**src/rtl/vga_pkg.sv**
```systemverilog
// Shared VGA definitions: default 800x600@72 timing, colour types and width helpers.
package vga_pkg;

  localparam int DEF_HVA     = 800;
  localparam int DEF_HFP     = 56;
  localparam int DEF_HP      = 120;
  localparam int DEF_HBP     = 64;
  localparam int DEF_VVA     = 600;
  localparam int DEF_VFP     = 37;
  localparam int DEF_VP      = 6;
  localparam int DEF_VBP     = 23;
  localparam int DEF_COLOR_W = 4;
  localparam int DEF_BOX     = 32;
  localparam int DEF_STEP    = 2;

  // Pixel at the default colour depth; pattern sources with other depths
  // declare the same {r,g,b} layout at their own width.
  typedef struct packed {
    logic [DEF_COLOR_W-1:0] r;
    logic [DEF_COLOR_W-1:0] g;
    logic [DEF_COLOR_W-1:0] b;
  } rgb_t;

  localparam rgb_t DEF_FG = '{r: '0, g: '1, b: '0};
  localparam rgb_t DEF_BG = '{r: '0, g: '0, b: '0};

  typedef enum logic {
    DIR_NEG = 1'b0,
    DIR_POS = 1'b1
  } dir_t;

  // Register width able to hold 0..n-1 (at least one bit).
  function automatic int cnt_w(input int n);
    return (n > 1) ? $clog2(n) : 1;
  endfunction

endpackage

```
**src/rtl/vga_timing.sv**
```systemverilog
// Pixel/line counters with sync, visible and frame-boundary flags.
// Flags describe the current counter position; callers register them.
module vga_timing import vga_pkg::*; #(
  parameter int HVA = DEF_HVA,
  parameter int HFP = DEF_HFP,
  parameter int HP  = DEF_HP,
  parameter int HBP = DEF_HBP,
  parameter int VVA = DEF_VVA,
  parameter int VFP = DEF_VFP,
  parameter int VP  = DEF_VP,
  parameter int VBP = DEF_VBP,
  localparam int H_TOT = HVA + HFP + HP + HBP,
  localparam int V_TOT = VVA + VFP + VP + VBP,
  localparam int HW    = cnt_w(H_TOT),
  localparam int VW    = cnt_w(V_TOT)
) (
  input  logic          i_clk,
  input  logic          i_rst_n,
  input  logic          i_en,
  output logic [HW-1:0] o_h_cnt,
  output logic [VW-1:0] o_v_cnt,
  output logic          o_h_pulse,
  output logic          o_v_pulse,
  output logic          o_visible,
  output logic          o_frame_start,
  output logic          o_frame_end
);

  localparam logic [HW-1:0] H_LAST = HW'(H_TOT - 1);
  localparam logic [VW-1:0] V_LAST = VW'(V_TOT - 1);

  logic [HW-1:0] r_h_cnt;
  logic [VW-1:0] r_v_cnt;
  logic          w_h_last;
  logic          w_v_last;

  assign w_h_last = (r_h_cnt == H_LAST);
  assign w_v_last = (r_v_cnt == V_LAST);

  // Advance the raster position while enabled; hold it otherwise.
  always_ff @(posedge i_clk or negedge i_rst_n) begin
    if (!i_rst_n) begin
      r_h_cnt <= '0;
      r_v_cnt <= '0;
    end else if (i_en) begin
      if (w_h_last) begin
        r_h_cnt <= '0;
        r_v_cnt <= w_v_last ? '0 : r_v_cnt + 1'b1;
      end else begin
        r_h_cnt <= r_h_cnt + 1'b1;
      end
    end
  end

  // Compared as int so a pulse ending exactly at the total cannot wrap.
  assign o_h_pulse     = (int'(r_h_cnt) >= HVA + HFP) && (int'(r_h_cnt) < HVA + HFP + HP);
  assign o_v_pulse     = (int'(r_v_cnt) >= VVA + VFP) && (int'(r_v_cnt) < VVA + VFP + VP);
  assign o_visible     = (int'(r_h_cnt) < HVA) && (int'(r_v_cnt) < VVA);
  assign o_frame_start = (r_h_cnt == '0) && (r_v_cnt == '0);
  assign o_frame_end   = w_h_last && w_v_last;
  assign o_h_cnt       = r_h_cnt;
  assign o_v_cnt       = r_v_cnt;

endmodule

```
**src/rtl/vga_bounce_gen.sv**
```systemverilog
// VGA pattern source: background fill with a box that bounces once per frame.
// Every output is registered, so it trails the raster counters by one cycle.
module vga_bounce_gen import vga_pkg::*; #(
  parameter int HVA     = DEF_HVA,
  parameter int HFP     = DEF_HFP,
  parameter int HP      = DEF_HP,
  parameter int HBP     = DEF_HBP,
  parameter int VVA     = DEF_VVA,
  parameter int VFP     = DEF_VFP,
  parameter int VP      = DEF_VP,
  parameter int VBP     = DEF_VBP,
  parameter bit HS_POL  = 1'b1,
  parameter bit VS_POL  = 1'b1,
  parameter int COLOR_W = DEF_COLOR_W,
  parameter int BOX     = DEF_BOX,
  parameter int STEP    = DEF_STEP,
  parameter logic [3*COLOR_W-1:0] FG = {{COLOR_W{1'b0}}, {COLOR_W{1'b1}}, {COLOR_W{1'b0}}},
  parameter logic [3*COLOR_W-1:0] BG = (3*COLOR_W)'(DEF_BG)
) (
  input  logic               i_clk,
  input  logic               i_rst_n,
  input  logic               i_en,
  output logic               o_h_sync,
  output logic               o_v_sync,
  output logic [COLOR_W-1:0] o_red,
  output logic [COLOR_W-1:0] o_green,
  output logic [COLOR_W-1:0] o_blue,
  output logic               o_de,
  output logic               o_frame_start
);

  localparam int H_TOT = HVA + HFP + HP + HBP;
  localparam int V_TOT = VVA + VFP + VP + VBP;
  localparam int HW    = cnt_w(H_TOT);
  localparam int VW    = cnt_w(V_TOT);
  localparam int XW    = cnt_w(HVA);
  localparam int YW    = cnt_w(VVA);

  // Sprite arithmetic carries one extra bit so pos+STEP never wraps.
  localparam logic [XW:0]   X_LIM_E  = (XW+1)'(HVA - BOX);
  localparam logic [YW:0]   Y_LIM_E  = (YW+1)'(VVA - BOX);
  localparam logic [XW:0]   X_STEP_E = (XW+1)'(STEP);
  localparam logic [YW:0]   Y_STEP_E = (YW+1)'(STEP);
  localparam logic [XW-1:0] X_STEP   = XW'(STEP);
  localparam logic [YW-1:0] Y_STEP   = YW'(STEP);

  typedef struct packed {
    logic [COLOR_W-1:0] r;
    logic [COLOR_W-1:0] g;
    logic [COLOR_W-1:0] b;
  } pix_t;

  logic [HW-1:0] w_h_cnt;
  logic [VW-1:0] w_v_cnt;
  logic          w_h_pulse;
  logic          w_v_pulse;
  logic          w_visible;
  logic          w_frame_start;
  logic          w_frame_end;
  logic          w_in_box;
  logic          w_update;

  logic [XW-1:0] r_x;
  logic [YW-1:0] r_y;
  dir_t          r_dx;
  dir_t          r_dy;
  logic [XW-1:0] w_x_nxt;
  logic [YW-1:0] w_y_nxt;
  dir_t          w_dx_nxt;
  dir_t          w_dy_nxt;
  logic [XW:0]   w_x_inc;
  logic [YW:0]   w_y_inc;

  pix_t          r_pix;
  logic          r_h_sync;
  logic          r_v_sync;
  logic          r_de;
  logic          r_frame_start;

  vga_timing #(
    .HVA(HVA), .HFP(HFP), .HP(HP), .HBP(HBP),
    .VVA(VVA), .VFP(VFP), .VP(VP), .VBP(VBP)
  ) u_timing (
    .i_clk         (i_clk),
    .i_rst_n       (i_rst_n),
    .i_en          (i_en),
    .o_h_cnt       (w_h_cnt),
    .o_v_cnt       (w_v_cnt),
    .o_h_pulse     (w_h_pulse),
    .o_v_pulse     (w_v_pulse),
    .o_visible     (w_visible),
    .o_frame_start (w_frame_start),
    .o_frame_end   (w_frame_end)
  );

  // Moving only on the last cycle of a frame keeps the box whole within a frame.
  assign w_update = i_en && w_frame_end;
  assign w_x_inc  = {1'b0, r_x} + X_STEP_E;
  assign w_y_inc  = {1'b0, r_y} + Y_STEP_E;

  // Sprite state register.
  always_ff @(posedge i_clk or negedge i_rst_n) begin
    if (!i_rst_n) begin
      r_x  <= '0;
      r_y  <= '0;
      r_dx <= DIR_POS;
      r_dy <= DIR_POS;
    end else begin
      r_x  <= w_x_nxt;
      r_y  <= w_y_nxt;
      r_dx <= w_dx_nxt;
      r_dy <= w_dy_nxt;
    end
  end

  // Per-axis step with clamp-and-reflect at either wall; axes are independent.
  always_comb begin
    w_x_nxt  = r_x;
    w_y_nxt  = r_y;
    w_dx_nxt = r_dx;
    w_dy_nxt = r_dy;
    if (w_update) begin
      if (r_dx == DIR_POS) begin
        if (w_x_inc >= X_LIM_E) begin
          w_x_nxt  = X_LIM_E[XW-1:0];
          w_dx_nxt = DIR_NEG;
        end else begin
          w_x_nxt  = w_x_inc[XW-1:0];
        end
      end else begin
        if ({1'b0, r_x} <= X_STEP_E) begin
          w_x_nxt  = '0;
          w_dx_nxt = DIR_POS;
        end else begin
          w_x_nxt  = r_x - X_STEP;
        end
      end
      if (r_dy == DIR_POS) begin
        if (w_y_inc >= Y_LIM_E) begin
          w_y_nxt  = Y_LIM_E[YW-1:0];
          w_dy_nxt = DIR_NEG;
        end else begin
          w_y_nxt  = w_y_inc[YW-1:0];
        end
      end else begin
        if ({1'b0, r_y} <= Y_STEP_E) begin
          w_y_nxt  = '0;
          w_dy_nxt = DIR_POS;
        end else begin
          w_y_nxt  = r_y - Y_STEP;
        end
      end
    end
  end

  assign w_in_box = (int'(w_h_cnt) >= int'(r_x)) && (int'(w_h_cnt) < int'(r_x) + BOX) &&
                    (int'(w_v_cnt) >= int'(r_y)) && (int'(w_v_cnt) < int'(r_y) + BOX);

  // Output register: colour mux and syncs, blanked while disabled.
  always_ff @(posedge i_clk or negedge i_rst_n) begin
    if (!i_rst_n) begin
      r_pix         <= '0;
      r_h_sync      <= ~HS_POL;
      r_v_sync      <= ~VS_POL;
      r_de          <= 1'b0;
      r_frame_start <= 1'b0;
    end else if (!i_en) begin
      r_pix         <= '0;
      r_h_sync      <= ~HS_POL;
      r_v_sync      <= ~VS_POL;
      r_de          <= 1'b0;
      r_frame_start <= 1'b0;
    end else begin
      r_pix         <= w_visible ? (w_in_box ? pix_t'(FG) : pix_t'(BG)) : '0;
      r_h_sync      <= w_h_pulse ? HS_POL : ~HS_POL;
      r_v_sync      <= w_v_pulse ? VS_POL : ~VS_POL;
      r_de          <= w_visible;
      r_frame_start <= w_frame_start;
    end
  end

  assign o_red         = r_pix.r;
  assign o_green       = r_pix.g;
  assign o_blue        = r_pix.b;
  assign o_h_sync      = r_h_sync;
  assign o_v_sync      = r_v_sync;
  assign o_de          = r_de;
  assign o_frame_start = r_frame_start;

endmodule
```
**config.mk**
```make
export PLATFORM = sky130hd
export DESIGN_NAME = vga_bounce_gen
export DESIGN_NICKNAME = d
export VERILOG_FILES = /design/src/rtl/vga_pkg.sv /design/src/rtl/vga_timing.sv /design/src/rtl/vga_bounce_gen.sv
export SDC_FILE = /design/constraint.sdc
export NUM_CORES = 1
export LEC_CHECK = 0
export CAP_MARGIN = 20
export CORE_UTILIZATION = 61
export DETAILED_ROUTE_END_ITERATION = 8
export PLACE_DENSITY = 0.9
export SYNTH_ARGS = -nofsm -noshare
export SYNTH_HDL_FRONTEND = slang
export SYNTH_SLANG_ARGS = --single-unit
```
**constraint.sdc**
```tcl
create_clock -name i_clk -period 2.58 [get_ports i_clk]
set_input_delay 0.516 -clock i_clk [delete_from_list [all_inputs] [get_ports i_clk]]
set_output_delay 0.516 -clock i_clk [all_outputs]
set_load 0.1 [all_outputs]
```
Word level (Yosys, flattened, before mapping). Cells that the tools add are included.

Input bits: 3. Output and inout bits: 16. Word-level logic and storage cells: 72. Register bits after elaboration: 59.

Eq/ne operators: 2. Reductions and logical operators: 12. Add/subtract/negate cells: 8. $lt $le $gt $ge: 14. Mux-type cells: 23.

Operator list (number): $mux W10 (7); $ge A11 B10 Y1 const B (3); $add A10 B2 Y11 const B (2); $add A10 B6 Y11 const B (2); $lt A11 B10 Y1 const B (2); $le A10 B2 Y1 const B (2); $lt A10 B10 Y1 const B (2); $sub A10 B2 Y10 const B (2); $mux W8 (2); $mux W1 (12); $mux W12 (1); $add A11 B1 Y11 const B (1); $eq A11 B11 Y1 const B (1); $ge A11 B10 Y1 (1); $logic_not A11 Y1 (1); $lt A10 B11 Y1 (1); $lt A11 B11 Y1 (1); $mux W11 (1); $add A10 B1 Y10 const B (1); $eq A10 B10 Y1 const B (1); $ge A10 B10 Y1 (1); $ge A10 B10 Y1 const B (1); $logic_not A10 Y1 (1); $logic_and A1 B1 Y1 (9); $reduce_and A2 Y1 (1).

Logic depth before layout (Yosys ltp).
Word-level depth: 8. Mapped depth: 11. Gate-level depth less buffers: 9.

Hierarchy. From an unflattened synthesis, not the netlist that was laid out.

Cell total of the unflattened synthesis: 487. Area, all modules: 4065.1 um^2.

By module, submodules not included: vga_bounce_gen (sequential area each 628.1 um^2, times used 1, cells an instance 350, area an instance 2772.7 um^2); vga_timing (sequential area each 525.5 um^2, times used 1, cells an instance 137, area an instance 1292.5 um^2).

Worst setup path after synthesis. OpenSTA, ideal clock, no wires.

Kind: register to register. Start point: register r_y[5]. End point: register r_y[8]. Period minus slack after synthesis: 2.309 ns. Arrival: 2.185 ns. Buffers on the path: 2. Cell stages (with the launch flop): 11. Library setup time: 0.124 ns. Required time: 2.456 ns. Slack: 0.271 ns. Cell sequence: dfrtp_1 -> clkbuf_1 -> inv_1 -> ha_1 -> or4bb_1 -> o31a_1 -> nor4_2 -> or2_2 -> clkbuf_1 -> o21ai_0 -> o31a_1.

Cells in the longest elaborated chain, start to end: 4. Elaborated cells on any way between the ends: 7. Those cells by class: 2 x add/sub; 2 x order compare; 3 x mux.

RTL lines: start: declaration (line vga_bounce_gen.sv:64) `logic [YW-1:0] r_y;`; start signal: assignment (line vga_bounce_gen.sv:110) `r_y <= w_y_nxt;`; $add A10 B2 Y11 (line vga_bounce_gen.sv:99) `assign w_y_inc = {1'b0, r_y} + Y_STEP_E;`; $ge A11 B10 Y1 (line vga_bounce_gen.sv:139) `if (w_y_inc >= Y_LIM_E) begin`; $mux W10 (line vga_bounce_gen.sv:139); $mux W10 (*) (line vga_bounce_gen.sv:138) `if (r_dy == DIR_POS) begin`.

Every way passes the cells marked *; elsewhere a longest branch is shown, timed or not. A chain may end at the register's enable or synchronous reset.

Final worst setup path.
Start point: register r_y[2]. End point: register r_y[3].

The elaborated chain is that of the path after synthesis.

==> flow_summary_export.csv <==
group,metric,value,unit
synthesis,synth_top_flop_cell,"dfrtp_1",
clock_network,worstSkewPairLatency,310,ps
placement,dpl-instance-area,4110,um^2
floorplanning,die_height,82.1,um
final_layout,stdcell_area,4260,um^2
power,ir_drop,381,uV
timing,final_max_slew_viol_count,0,
timing,skew,8.66,ps
clock_network,cts-root-buf,"clkbuf_8",
worst_setup_path,crit_type,"register to register",
final_layout,areaGrowthSynthToFinish,8.96,%
routing,drt_iter0_drc,423,
placement,gp_congestion,0.932,
synthesis,syn_area,3910,um^2
synthesis,synth_top_area_frac,0.282,
timing,fin_crit,2500,ps
synthesis,ys_top_cells_by_area,"dfrtp_1, ha_1, o21ai_0",
worst_setup_path,critPathCaptureType,"register",
floorplanning,start_util,0.645,
final_layout,layout_common_cells,"ha_1, dfrtp_1, o21ai_0, buf_4, nand2_1",
final_layout,drive_gt1_frac,0.122,
synthesis,synth_seq_cells,46,
timing,maxSlewHeadroom,0.646,
global_routing,grt_pass1_wl,16.6,mm
synthesis,synth_cell_type_count,61,
clock_network,h-tree-depth,2,
synthesis,async_reset_ff_frac,1.00,
power,power.leakage,1.84,nW
global_routing,grt_max_degree,21,
routing,wire_per_inst,18.4,um
final_layout,layout_commonest_cell,"ha_1",
floorplanning,die_w,82.1,um
clock_network,cts.sinks,46,
synthesis,yosys.area.top_type,"dfrtp_1",
placement,io_buffers,10,
routing,viasPerCell,6.64,
clock_network,cts_hold_buf,0,
global_routing,grt_remaining_overflow,0,
clock_network,path_clk_slew,90,ps
timing,setup_viol,0,
final_layout,layout.nets,524,
final_layout,antenna_cells,0,
routing,drtPass1Iterations,6,
routing,wl,10.1,mm
timing,worst_pin_slew,527,ps
worst_setup_path,crit_arrival,2690,ps
flow_run,cap_violations,0,
global_routing,grt_usage,0.327,
power,power.density,422,nW/um^2
global_routing,grt_pass1_vias,3390,
worst_setup_path,critical_path_required,2770,ps
worst_setup_path,crit_fanout,9,
synthesis,yosys_warnings,0,
routing,final_antenna_net_count,0,
synthesis,syn_avg_cell_area,8.48,um^2
routing,num_vias,3663,
run_status,status,"complete, no violations",
global_routing,antenna_found_initial,0,
synthesis,syn_inst,461,
worst_hold_path,hold_class,"input pin to asynchronous set/reset pin",
floorplanning,core_area,6060,um^2
timing,tns,0,ps
timing,fin_crit_sh,0.969,
clock_network,cts_buffers,5,
timing,finalHoldViolations,0,
worst_setup_path,critPathLaunchType,"register",
floorplanning,rows,28,
synthesis,synth-edff-count,0,
floorplanning,dieArea,6730,um^2
clock_network,cts_buffer_depth,2,
timing,timing.fmax,400,MHz
synthesis,seq_area_frac_synth,0.295,
clock_network,cts_tree,"built",
routing,drc,0,
final_layout,fillers,455,
floorplanning,ios,19,
placement,place_hpwl,7.48,mm
-- synth_stat cells, types with 3 or more instances --
library cell	count
buf_4	11
xnor2_1	15
nor2_1	26
and4_1	3
clkbuf_1	17
a21o_1	5
and3_1	4
o31a_1	3
o21ai_0	36
a22oi_1	5
a32oi_1	3
nand2b_1	3
nor2b_1	6
nor3_1	23
or3_1	5
xor2_1	7
nand4_1	12
and2_1	4
a211oi_1	6
buf_2	4
nor4_1	7
a41oi_1	3
o21a_1	5
nand2_1	31
inv_1	28
o31ai_1	7
dfrtp_1	44
ha_1	45
a31oi_1	9
nand3_1	20
a21oi_1	22
-- path summary, 6_finish.rpt --
path | to | from | depth (start not counted) | slack (ps)
max in group asynchronous | r_dy | i_rst_n | 2 | 1800
min in group i_clk | u_timing.o_h_cnt[2] | u_timing.o_h_cnt[2] | 1 | 630
worst max register to register | r_y[3] | r_y[2] | 9 | 80
worst min-delay path | r_x[4] | i_rst_n | 1 | 120
worst min register to register | u_timing.o_h_cnt[2] | u_timing.o_h_cnt[2] | 1 | 630
worst max-delay path | r_y[3] | r_y[2] | 9 | 80
-- what timing repair did --
item	CTS	global route
gates resized for setup	1	3
setup buffers	0	0
endpoints found under the setup margin	1	3
-- per-stage QoR --
stage | total power [mW] | setup slack [ps] | util | cells | hold WS (ps)
2_1_floorplan | 1.04 | 271 | - | 468 | 220
3_3_place_gp | 1.11 | 22.9 | 0.678 | 544 | 472
3_5_place_dp | 1.13 | -1.05 | 0.678 | 544 | 469
4_1_cts | 1.80 | 89.2 | 0.701 | 552 | 135
5_1_grt | 1.87 | -73.3 | 0.703 | 552 | 157
6_report | 1.80 | 78.7 | 0.703 | 552 | 123
-- cell type report --
type | count | area (um^2) | area share
Clock buffer | 6 | 82.6 | 0.0194
Clock inverter | 2 | 60.1 | 0.0141
Inverter | 28 | 105 | 0.0247
Multi-Input combinational cell | 361 | 2510 | 0.589
Sequential cell | 46 | 1150 | 0.271
Tap cell | 75 | 93.8 | 0.0220
Timing Repair Buffer | 34 | 255 | 0.0599
-- per-layer routing --
| layer | share of wire | wire length (um) | global-route usage |
|---|---|---|---|
| met2 | 0.49 | 4980 | 0.537 |
| met4 | 0.023 | 235 | 0.130 |
| met1 | 0.42 | 4260 | 0.431 |
| met3 | 0.066 | 670 | 0.0456 |
| met5 | 0 | 0 | 0 |
-- logic make-up (layout without fill, tap and decap cells) --
family	after synthesis	count (layout)	synth area share
AOI/OAI and AO/OA	126	126	0.210
xor gates and xnor gates	22	22	0.0493
adders and majority gates	45	45	0.144
buffers and inverters	61	70	0.0723
DFF	46	46	0.295
muxes	2	2	0.00544
other	1	8	0.000959
and+or+nand+nor	158	158	0.223
-- worst max-delay path, stage by stage (launching register included) --
cell,delay (ps)
dfrtp_1,490
inv_1,200
ha_1,160
or4bb_1,480
o31a_1,140
nor4_2,280
nor2b_2,300
nor2_1,70
a211oi_1,200
a21oi_1,60
-- registers in the layout, summed over array words and instances (netlist names) --
name              count
u_timing.o_h_cnt     11
o_frame_start         1
o_de                  1
r_dy                  1
o_v_sync              1
r_x                   9
o_h_sync              1
r_y                   9
u_timing.o_v_cnt     10
r_dx                  1
o_green               1
-- where the power goes --
part	leakage [nW]	switching, mW	total [mW]	internal [mW]
Combinational	1.18	0.195	0.307	0.112
Clock	0.0714	0.265	0.679	0.413
Sequential	0.587	0.0557	0.811	0.756
No activity file was read; power rests on OpenSTA's default activity.
